--- src/rtl/mc_ctrl_pkg.sv ---
// Shared encodings for the multicycle MIPS main controller.
// MC_ADDI_EN enables the addi execute/writeback states.
package mc_ctrl_pkg;

  typedef enum logic [3:0] {
    S_FETCH    = 4'd0,
    S_DECODE   = 4'd1,
    S_MEMADR   = 4'd2,
    S_MEMREAD  = 4'd3,
    S_MEMWB    = 4'd4,
    S_MEMWRITE = 4'd5,
    S_EXECUTE  = 4'd6,
    S_ALUWB    = 4'd7,
    S_BRANCH   = 4'd8,
    S_ADDIEX   = 4'd9,
    S_ADDIWB   = 4'd10,
    S_JUMP     = 4'd11
  } state_t;

  localparam logic [5:0] OP_RTYPE = 6'b000000;
  localparam logic [5:0] OP_LW    = 6'b100011;
  localparam logic [5:0] OP_SW    = 6'b101011;
  localparam logic [5:0] OP_BEQ   = 6'b000100;
  localparam logic [5:0] OP_ADDI  = 6'b001000;
  localparam logic [5:0] OP_J     = 6'b000010;

  localparam logic [1:0] ALUOP_ADD   = 2'b00;
  localparam logic [1:0] ALUOP_SUB   = 2'b01;
  localparam logic [1:0] ALUOP_FUNCT = 2'b10;

  localparam logic [1:0] SRCB_REG   = 2'b00;
  localparam logic [1:0] SRCB_FOUR  = 2'b01;
  localparam logic [1:0] SRCB_IMM   = 2'b10;
  localparam logic [1:0] SRCB_SHIMM = 2'b11;

  localparam logic [1:0] PCSRC_ALU    = 2'b00;
  localparam logic [1:0] PCSRC_ALUOUT = 2'b01;
  localparam logic [1:0] PCSRC_JUMP   = 2'b10;

  // mr_gate marks enables and done that only fire once memory completes.
  typedef struct packed {
    logic       iord;
    logic       alu_src_a;
    logic       reg_dst;
    logic       mem_to_reg;
    logic [1:0] alu_src_b;
    logic [1:0] alu_op;
    logic [1:0] pc_src;
    logic       ir_write;
    logic       pc_write;
    logic       mem_write;
    logic       reg_write;
    logic       branch;
    logic       done;
    logic       mr_gate;
  } ctrl_t;

  localparam ctrl_t CTRL_IDLE = '{1'b0, 1'b0, 1'b0, 1'b0, 2'b00, 2'b00, 2'b00,
                                  1'b0, 1'b0, 1'b0, 1'b0, 1'b0, 1'b0, 1'b0};

  function automatic logic op_supported(input logic [5:0] op);
    logic v_ok;
    case (op)
      OP_RTYPE, OP_LW, OP_SW, OP_BEQ, OP_J: v_ok = 1'b1;
`ifdef MC_ADDI_EN
      OP_ADDI: v_ok = 1'b1;
`endif
      default: v_ok = 1'b0;
    endcase
    return v_ok;
  endfunction

endpackage

--- src/rtl/mc_ctrl_outdec.sv ---
// Combinational state-to-control-word decoder for mc_control_fsm.
// MC_ADDI_EN adds the addi execute/writeback control words.
module mc_ctrl_outdec
  import mc_ctrl_pkg::*;
(
  input  state_t i_state,
  output ctrl_t  o_ctrl
);

  // Per-state Moore control word; unlisted fields stay at their idle value.
  always_comb begin
    o_ctrl = CTRL_IDLE;
    case (i_state)
      S_FETCH: begin
        o_ctrl.alu_src_b = SRCB_FOUR;
        o_ctrl.alu_op    = ALUOP_ADD;
        o_ctrl.pc_src    = PCSRC_ALU;
        o_ctrl.ir_write  = 1'b1;
        o_ctrl.pc_write  = 1'b1;
        o_ctrl.mr_gate   = 1'b1;
      end
      S_DECODE: begin
        o_ctrl.alu_src_b = SRCB_SHIMM;
        o_ctrl.alu_op    = ALUOP_ADD;
      end
      S_MEMADR: begin
        o_ctrl.alu_src_a = 1'b1;
        o_ctrl.alu_src_b = SRCB_IMM;
        o_ctrl.alu_op    = ALUOP_ADD;
      end
      S_MEMREAD: o_ctrl.iord = 1'b1;
      S_MEMWRITE: begin
        o_ctrl.iord      = 1'b1;
        o_ctrl.mem_write = 1'b1;
        o_ctrl.done      = 1'b1;
        o_ctrl.mr_gate   = 1'b1;
      end
      S_MEMWB: begin
        o_ctrl.mem_to_reg = 1'b1;
        o_ctrl.reg_write  = 1'b1;
        o_ctrl.done       = 1'b1;
      end
      S_EXECUTE: begin
        o_ctrl.alu_src_a = 1'b1;
        o_ctrl.alu_src_b = SRCB_REG;
        o_ctrl.alu_op    = ALUOP_FUNCT;
      end
      S_ALUWB: begin
        o_ctrl.reg_dst   = 1'b1;
        o_ctrl.reg_write = 1'b1;
        o_ctrl.done      = 1'b1;
      end
`ifdef MC_ADDI_EN
      S_ADDIEX: begin
        o_ctrl.alu_src_a = 1'b1;
        o_ctrl.alu_src_b = SRCB_IMM;
        o_ctrl.alu_op    = ALUOP_ADD;
      end
      S_ADDIWB: begin
        o_ctrl.reg_write = 1'b1;
        o_ctrl.done      = 1'b1;
      end
`endif
      S_BRANCH: begin
        o_ctrl.alu_src_a = 1'b1;
        o_ctrl.alu_src_b = SRCB_REG;
        o_ctrl.alu_op    = ALUOP_SUB;
        o_ctrl.pc_src    = PCSRC_ALUOUT;
        o_ctrl.branch    = 1'b1;
        o_ctrl.done      = 1'b1;
      end
      S_JUMP: begin
        o_ctrl.pc_src   = PCSRC_JUMP;
        o_ctrl.pc_write = 1'b1;
        o_ctrl.done     = 1'b1;
      end
      default: o_ctrl = CTRL_IDLE;
    endcase
  end

endmodule

--- src/rtl/mc_control_fsm.sv ---
// Multicycle MIPS main controller: state register, next-state, mem_ready gating, PCEn.
// Define MC_ADDI_EN to support addi; otherwise opcode 001000 is illegal.
module mc_control_fsm
  import mc_ctrl_pkg::*;
(
  input  logic       clk,
  input  logic       reset,
  input  logic [5:0] opcode,
  input  logic       mem_ready,
  input  logic       alu_zero,
  output logic       IorD,
  output logic       ALUSrcA,
  output logic       RegDst,
  output logic       MemtoReg,
  output logic [1:0] ALUSrcB,
  output logic [1:0] ALUOp,
  output logic [1:0] PCSrc,
  output logic       IRWrite,
  output logic       PCWrite,
  output logic       MemWrite,
  output logic       RegWrite,
  output logic       PCEn,
  output logic       instr_done,
  output logic       illegal_op
);

  state_t r_state;
  logic   r_is_sw;
  ctrl_t  w_ctrl;
  logic   w_gate;
  logic   w_run;

  // State register and next-state logic; the sw/lw choice is latched in DECODE.
  always_ff @(posedge clk or posedge reset) begin
    if (reset) begin
      r_state <= S_FETCH;
      r_is_sw <= 1'b0;
    end else begin
      case (r_state)
        S_FETCH: r_state <= mem_ready ? S_DECODE : S_FETCH;
        S_DECODE: begin
          r_is_sw <= (opcode == OP_SW);
          case (opcode)
            OP_LW, OP_SW: r_state <= S_MEMADR;
            OP_RTYPE:     r_state <= S_EXECUTE;
            OP_BEQ:       r_state <= S_BRANCH;
`ifdef MC_ADDI_EN
            OP_ADDI:      r_state <= S_ADDIEX;
`endif
            OP_J:         r_state <= S_JUMP;
            default:      r_state <= S_FETCH;
          endcase
        end
        S_MEMADR:   r_state <= r_is_sw ? S_MEMWRITE : S_MEMREAD;
        S_MEMREAD:  r_state <= mem_ready ? S_MEMWB : S_MEMREAD;
        S_MEMWRITE: r_state <= mem_ready ? S_FETCH : S_MEMWRITE;
        S_EXECUTE:  r_state <= S_ALUWB;
`ifdef MC_ADDI_EN
        S_ADDIEX:   r_state <= S_ADDIWB;
`endif
        default:    r_state <= S_FETCH;
      endcase
    end
  end

  mc_ctrl_outdec u_outdec (
    .i_state (r_state),
    .o_ctrl  (w_ctrl)
  );

  // Reset holds the state at FETCH, so only enables and pulses need forcing low.
  assign w_run  = ~reset;
  assign w_gate = mem_ready | ~w_ctrl.mr_gate;

  assign IorD     = w_ctrl.iord;
  assign ALUSrcA  = w_ctrl.alu_src_a;
  assign RegDst   = w_ctrl.reg_dst;
  assign MemtoReg = w_ctrl.mem_to_reg;
  assign ALUSrcB  = w_ctrl.alu_src_b;
  assign ALUOp    = w_ctrl.alu_op;
  assign PCSrc    = w_ctrl.pc_src;

  assign IRWrite    = w_ctrl.ir_write & w_gate & w_run;
  assign PCWrite    = w_ctrl.pc_write & w_gate & w_run;
  assign MemWrite   = w_ctrl.mem_write & w_run;
  assign RegWrite   = w_ctrl.reg_write & w_run;
  assign instr_done = w_ctrl.done & w_gate & w_run;
  assign PCEn       = PCWrite | (w_ctrl.branch & alu_zero & w_run);
  assign illegal_op = (r_state == S_DECODE) & ~op_supported(opcode) & w_run;

endmodule

--- config.mk ---
export PLATFORM = sky130hd
export DESIGN_NAME = mc_control_fsm
export DESIGN_NICKNAME = d
export VERILOG_FILES = /design/src/rtl/mc_ctrl_pkg.sv /design/src/rtl/mc_ctrl_outdec.sv /design/src/rtl/mc_control_fsm.sv
export SDC_FILE = /design/constraint.sdc
export NUM_CORES = 1
export LEC_CHECK = 0
export CAP_MARGIN = 25
export CORE_MARGIN = 2
export CORE_UTILIZATION = 36
export DETAILED_ROUTE_END_ITERATION = 6
export PLACE_DENSITY = 0.69
export SLEW_MARGIN = 20
export SYNTH_ARGS = -nofsm -noshare
export SYNTH_HDL_FRONTEND = slang
export SYNTH_HIERARCHICAL = 1
export SYNTH_SLANG_ARGS = --single-unit
--- constraint.sdc ---
create_clock -name clk -period 1.6 [get_ports clk]
set_input_delay 0.24 -clock clk [delete_from_list [all_inputs] [get_ports clk]]
set_output_delay 0.24 -clock clk [all_outputs]
set_load 0.005 [all_outputs]
Word-level counts from Yosys, hierarchy flattened

Index checks and enable logic that the tools add are counted.

Bits in writable memories: 0
Latch bits: 0
Register bits: 5
Output and inout bits: 17
Logic and storage cells: 62
Memories: 0
Bits of input ports: 10
Memory bits (read-only): 0

Multiplexer cells: 20
Order comparisons: 0
Reductions and logical operators: 10
Bitwise gates (word level): 17
Multiply operators: 0
Divide/modulo/power cells: 0
Add/sub/neg operators: 0
Eq/ne operators: 13
Shift-type cells: 0

Operator list:

| kind                                                 | count |
|---|---|
| one-hot mux 4 bit (6 select lines)                   | 1 |
| one-hot mux 4 bit (5 select lines)                   | 1 |
| equality test 4 x 3 -> 1 bit (second input constant) | 4 |
| one-hot mux 4 bit (4 select lines)                   | 1 |
| two-way mux 1 bit                                    | 13 |
| bitwise AND 1 bit                                    | 12 |
| equality test 6 bit (second input constant)          | 2 |
| OR reduction 2 bit                                   | 5 |
| OR reduction 5 bit                                   | 2 |
| two-way mux 3 bit                                    | 3 |
| equality test 4 x 2 -> 1 bit (second input constant) | 2 |
| equality test 4 bit (second input constant)          | 2 |
| equality test 6 x 2 -> 1 bit (second input constant) | 1 |
| equality test 6 x 3 -> 1 bit (second input constant) | 1 |
| logical NOT 6 bit                                    | 1 |
| equality test 4 x 1 -> 1 bit (second input constant) | 1 |
| logical NOT 4 bit                                    | 1 |
| one-hot mux 2 bit (2 select lines)                   | 1 |
| NOT 1 bit                                            | 3 |
| OR reduction 3 bit                                   | 1 |
| bitwise OR 1 bit                                     | 2 |

Logic depth before layout (Yosys ltp)

Word-level depth: 8
Gate-level depth with buffers: 6

By module

The synthesis kept the hierarchy.

By module, submodules not included:

| module         | cells each | times used | area each (µm²) | seq. area each (µm²) |
|---|---|---|---|---|
| mc_control_fsm | 49         | 1          | 391.6           | 125.1 |
| mc_ctrl_outdec | 33         | 1          | 217.7           | 0.0 |

Worst setup path after synthesis

No wires, ideal clock.

Kind: flip-flop to output port
From: register r_state[0]
To: output port PCEn
Stages on the path, launching flop included: 7
Arrival time: 1306 ps
Buffers on the path: 1
Setup slack: 54 ps
Path through: dfrtp_1 buf_6 xor2_1 nor3_1 a21oi_1 and2_1 a31o_2

RTL lines:

| element                  | line                 | RTL |
|---|---|---|
| start: declaration       | mc_control_fsm.sv:27 | `state_t r_state;` |
| start signal: assignment | mc_control_fsm.sv:40 | `S_FETCH: r_state <= mem_ready ? S_DECODE : S_FETCH;` |
| start signal: assignment | mc_control_fsm.sv:54 | `S_MEMADR: r_state <= r_is_sw ? S_MEMWRITE : S_MEMREAD;` |
| start signal: assignment | mc_control_fsm.sv:55 | `S_MEMREAD: r_state <= mem_ready ? S_MEMWB : S_MEMREAD;` |
| end: declaration         | mc_control_fsm.sv:22 | `output logic PCEn,` |

==> results.txt <==
H-Tree Depth = 1
multi-input logic area = 552 µm²
PwrDens = 1190 mW/mm²
WL final = 2190 µm
Detail Route Antenna Nets = 0
CTS buffer count = 3
First DRT Iteration DRCs = 17
DR pass1 iterations = 4
Clk Latency, worst-skew pair = 0.24 ns
EDFF count, synth = 0
Place WS = -0.576 ns
Hold WS = 0.480 ns
Critical Path End Type = output pin
# port buffers = 26
Slew HR = 78.2%
Period Utilization, post-route = 115%
Hold Path Class = input pin to async pin
initial antenna violation count = 0
Seq/Total Area, Yosys = 20.5%
number of global-route vias before repair = 792
clock-pin slew on the worst setup and hold paths = 0.04 ns
TritonCTS clock tree = built
Synth Area per Inst = 7.43 µm²
area growth from synthesis to layout = 110%
Clock Sinks = 5
routability cong. = 0.856
Die ar. = 0.00204 mm²
max cap viols = 0
I/O pins = 27
Clock Root Buffer = clkbuf_4
DRC violations left = 0
Least-Margin Pin Slew = 0.324 ns
Final Slew Violations = 0
Die W = 45.1 µm
Pleak = 0.629 nW
YS warnings = 6
maximum net fanout on the critical path = 4
die span in y = 45.1 µm
RSZ-0062 raised after global routing = true
startpoint types = flop
worst path arrival time = 1.60 ns
ANT cells = 0
CP Cell Sequence = buf_6 -> or3_1 -> a21oi_2 -> and2_4 -> clkdlybuf4s15_1
share of layout cells above drive strength 1 = 58.5%
largest net degree at the start of global routing = 10
Filler Cells Inserted = 97
Layout Skew = 0.00263 ns
post-layout minimum cycle time = 1.84 ns
post-synthesis cell area = 609 µm²
first-pass GRT wire length = 3270 µm
Crit. Startpoint = r_state[1]
r2r startpoint = r_state[2]
post-synthesis cell type count = 34
setup tns final = -2.00 ns
Max Freq = 0.542 GHz
Setup CP Type = flop to output pin
Rows = 14
clk buf depth = 2
core area = 0.00154 mm²
failing checks = setup timing
via count = 860
grt total ovfl = 0
most common cell after layout, fill and taps aside = buf_4
Async SR Flop Fraction = 100%
final hold violation count = 0
commonest cells after routing, fill and taps aside = buf_4, buf_6, buf_2, clkdlybuf4s50_1, nor2_1
Mapped Nets = 92
post-synthesis cell count = 82
CP max stage cell = dfrtp_1
effective utilization at floorplan = 39.5%
number of synthesized register bits = 5
status = finished, violations left
vias per inst = 5.28
Peak supply drop = 0.897 mV
FF/Latch Area = 125 µm²
crit-path max cell delay = 0.41 ns
final count of negative-setup-slack endpoints = 13
top_reg_cell synth = dfrtp_1
gr usage total = 22.3%
Layout Nets = 158
wire per inst = 13.5 µm
WP data required = 1.36 ns
worst setup margin = -0.244 ns
dpl hpwl = 1430 µm
==> state kept, by name, indices dropped and copies added (netlist names) <==
signal,count
r_state,4
r_is_sw,1
==> worst paths after layout <==
check,cells past startpoint,slack (ns),end
max,5,-0.24,PCWrite
min,4,0.48,r_state[1]
max reg2reg,7,-0.12,r_state[2]
min reg2reg,2,0.54,r_is_sw
max in group asynchronous,4,1.01,r_state[3]
min in group clk,2,0.54,r_is_sw
==> cells in the mapped netlist (2+ instances only) <==
library cell | number | share of area (%)
a21oi_1 | 2 | 1.6
and2_1 | 4 | 4.1
nand2b_1 | 3 | 3.1
buf_4 | 2 | 2.5
nand2_1 | 7 | 4.3
xnor2_1 | 2 | 2.9
dfrtp_1 | 5 | 21
nand2b_4 | 2 | 4.5
or3_1 | 2 | 2.1
o22ai_1 | 2 | 2.1
buf_6 | 3 | 5.5
nand3_1 | 4 | 3.3
nor2_1 | 9 | 5.5
inv_1 | 4 | 2.5
o21ai_0 | 3 | 2.5
and2b_1 | 2 | 2.5
nor3_1 | 8 | 6.6
nor2b_1 | 2 | 2.1
==> critical path: cells and delay by family (launching register included) <==
kind | cells | cell delay, ns
simple gates | 2 | 0.49
flops | 1 | 0.41
buf+inv | 2 | 0.33
compound gates | 1 | 0.14
==> final cells by class <==
class / instances / share of cell area, %
clock buffer: 4 / 2.06
inverter: 4 / 1.18
multi-input combinational: 68 / 43.2
sequential: 5 / 9.79
tap: 16 / 1.57
timing repair buffer: 66 / 42.2
==> through the flow <==
stage	power [W]	cells	instance area, µm²	utilization (%)
floorplan	0.000616	82	609	-
global placement	0.00100	147	1050	68.2
detailed placement	0.00102	147	1050	68.2
CTS	0.00137	161	1190	77.2
global route	0.00163	163	1280	82.9
finish	0.00153	163	1280	82.9
==> what timing repair did <==
action                     4_1_cts  5_1_grt
pin swaps                        8        6
setup endpoints to repair       18       19
hold buffers                     0        0
setup buffers                   10        2
hold endpoints to repair         0        0
resized for setup               84       26
==> kinds of logic (layout without fill, tap and decap cells) <==
logic type | Yosys count | count (layout) | synth area share, %
DFF | 5 | 5 | 20.5
AOI/OAI and AO/OA | 14 | 14 | 15.6
muxes | 1 | 1 | 1.85
buffers and inverters | 9 | 74 | 10.5
xor gates and xnor gates | 3 | 3 | 4.31
and+or+nand+nor | 50 | 50 | 47.2
==> report_power, final <==
group	internal, W	switching [W]
Clock	0.0000941	0.0000497
Combinational	0.000691	0.000515
Sequential	0.000153	0.0000224
==> metal layers <==
metal  global-route usage [%]  part of all wire (%)  vias up
li1                         -                     -      418
met5                        0                     0        -
met3                     3.20                   6.3        4
met2                     42.3                    53       35
met1                     23.3                    39      403
met4                     11.2                   2.0        0
No activity file was read; power rests on OpenSTA's default activity.
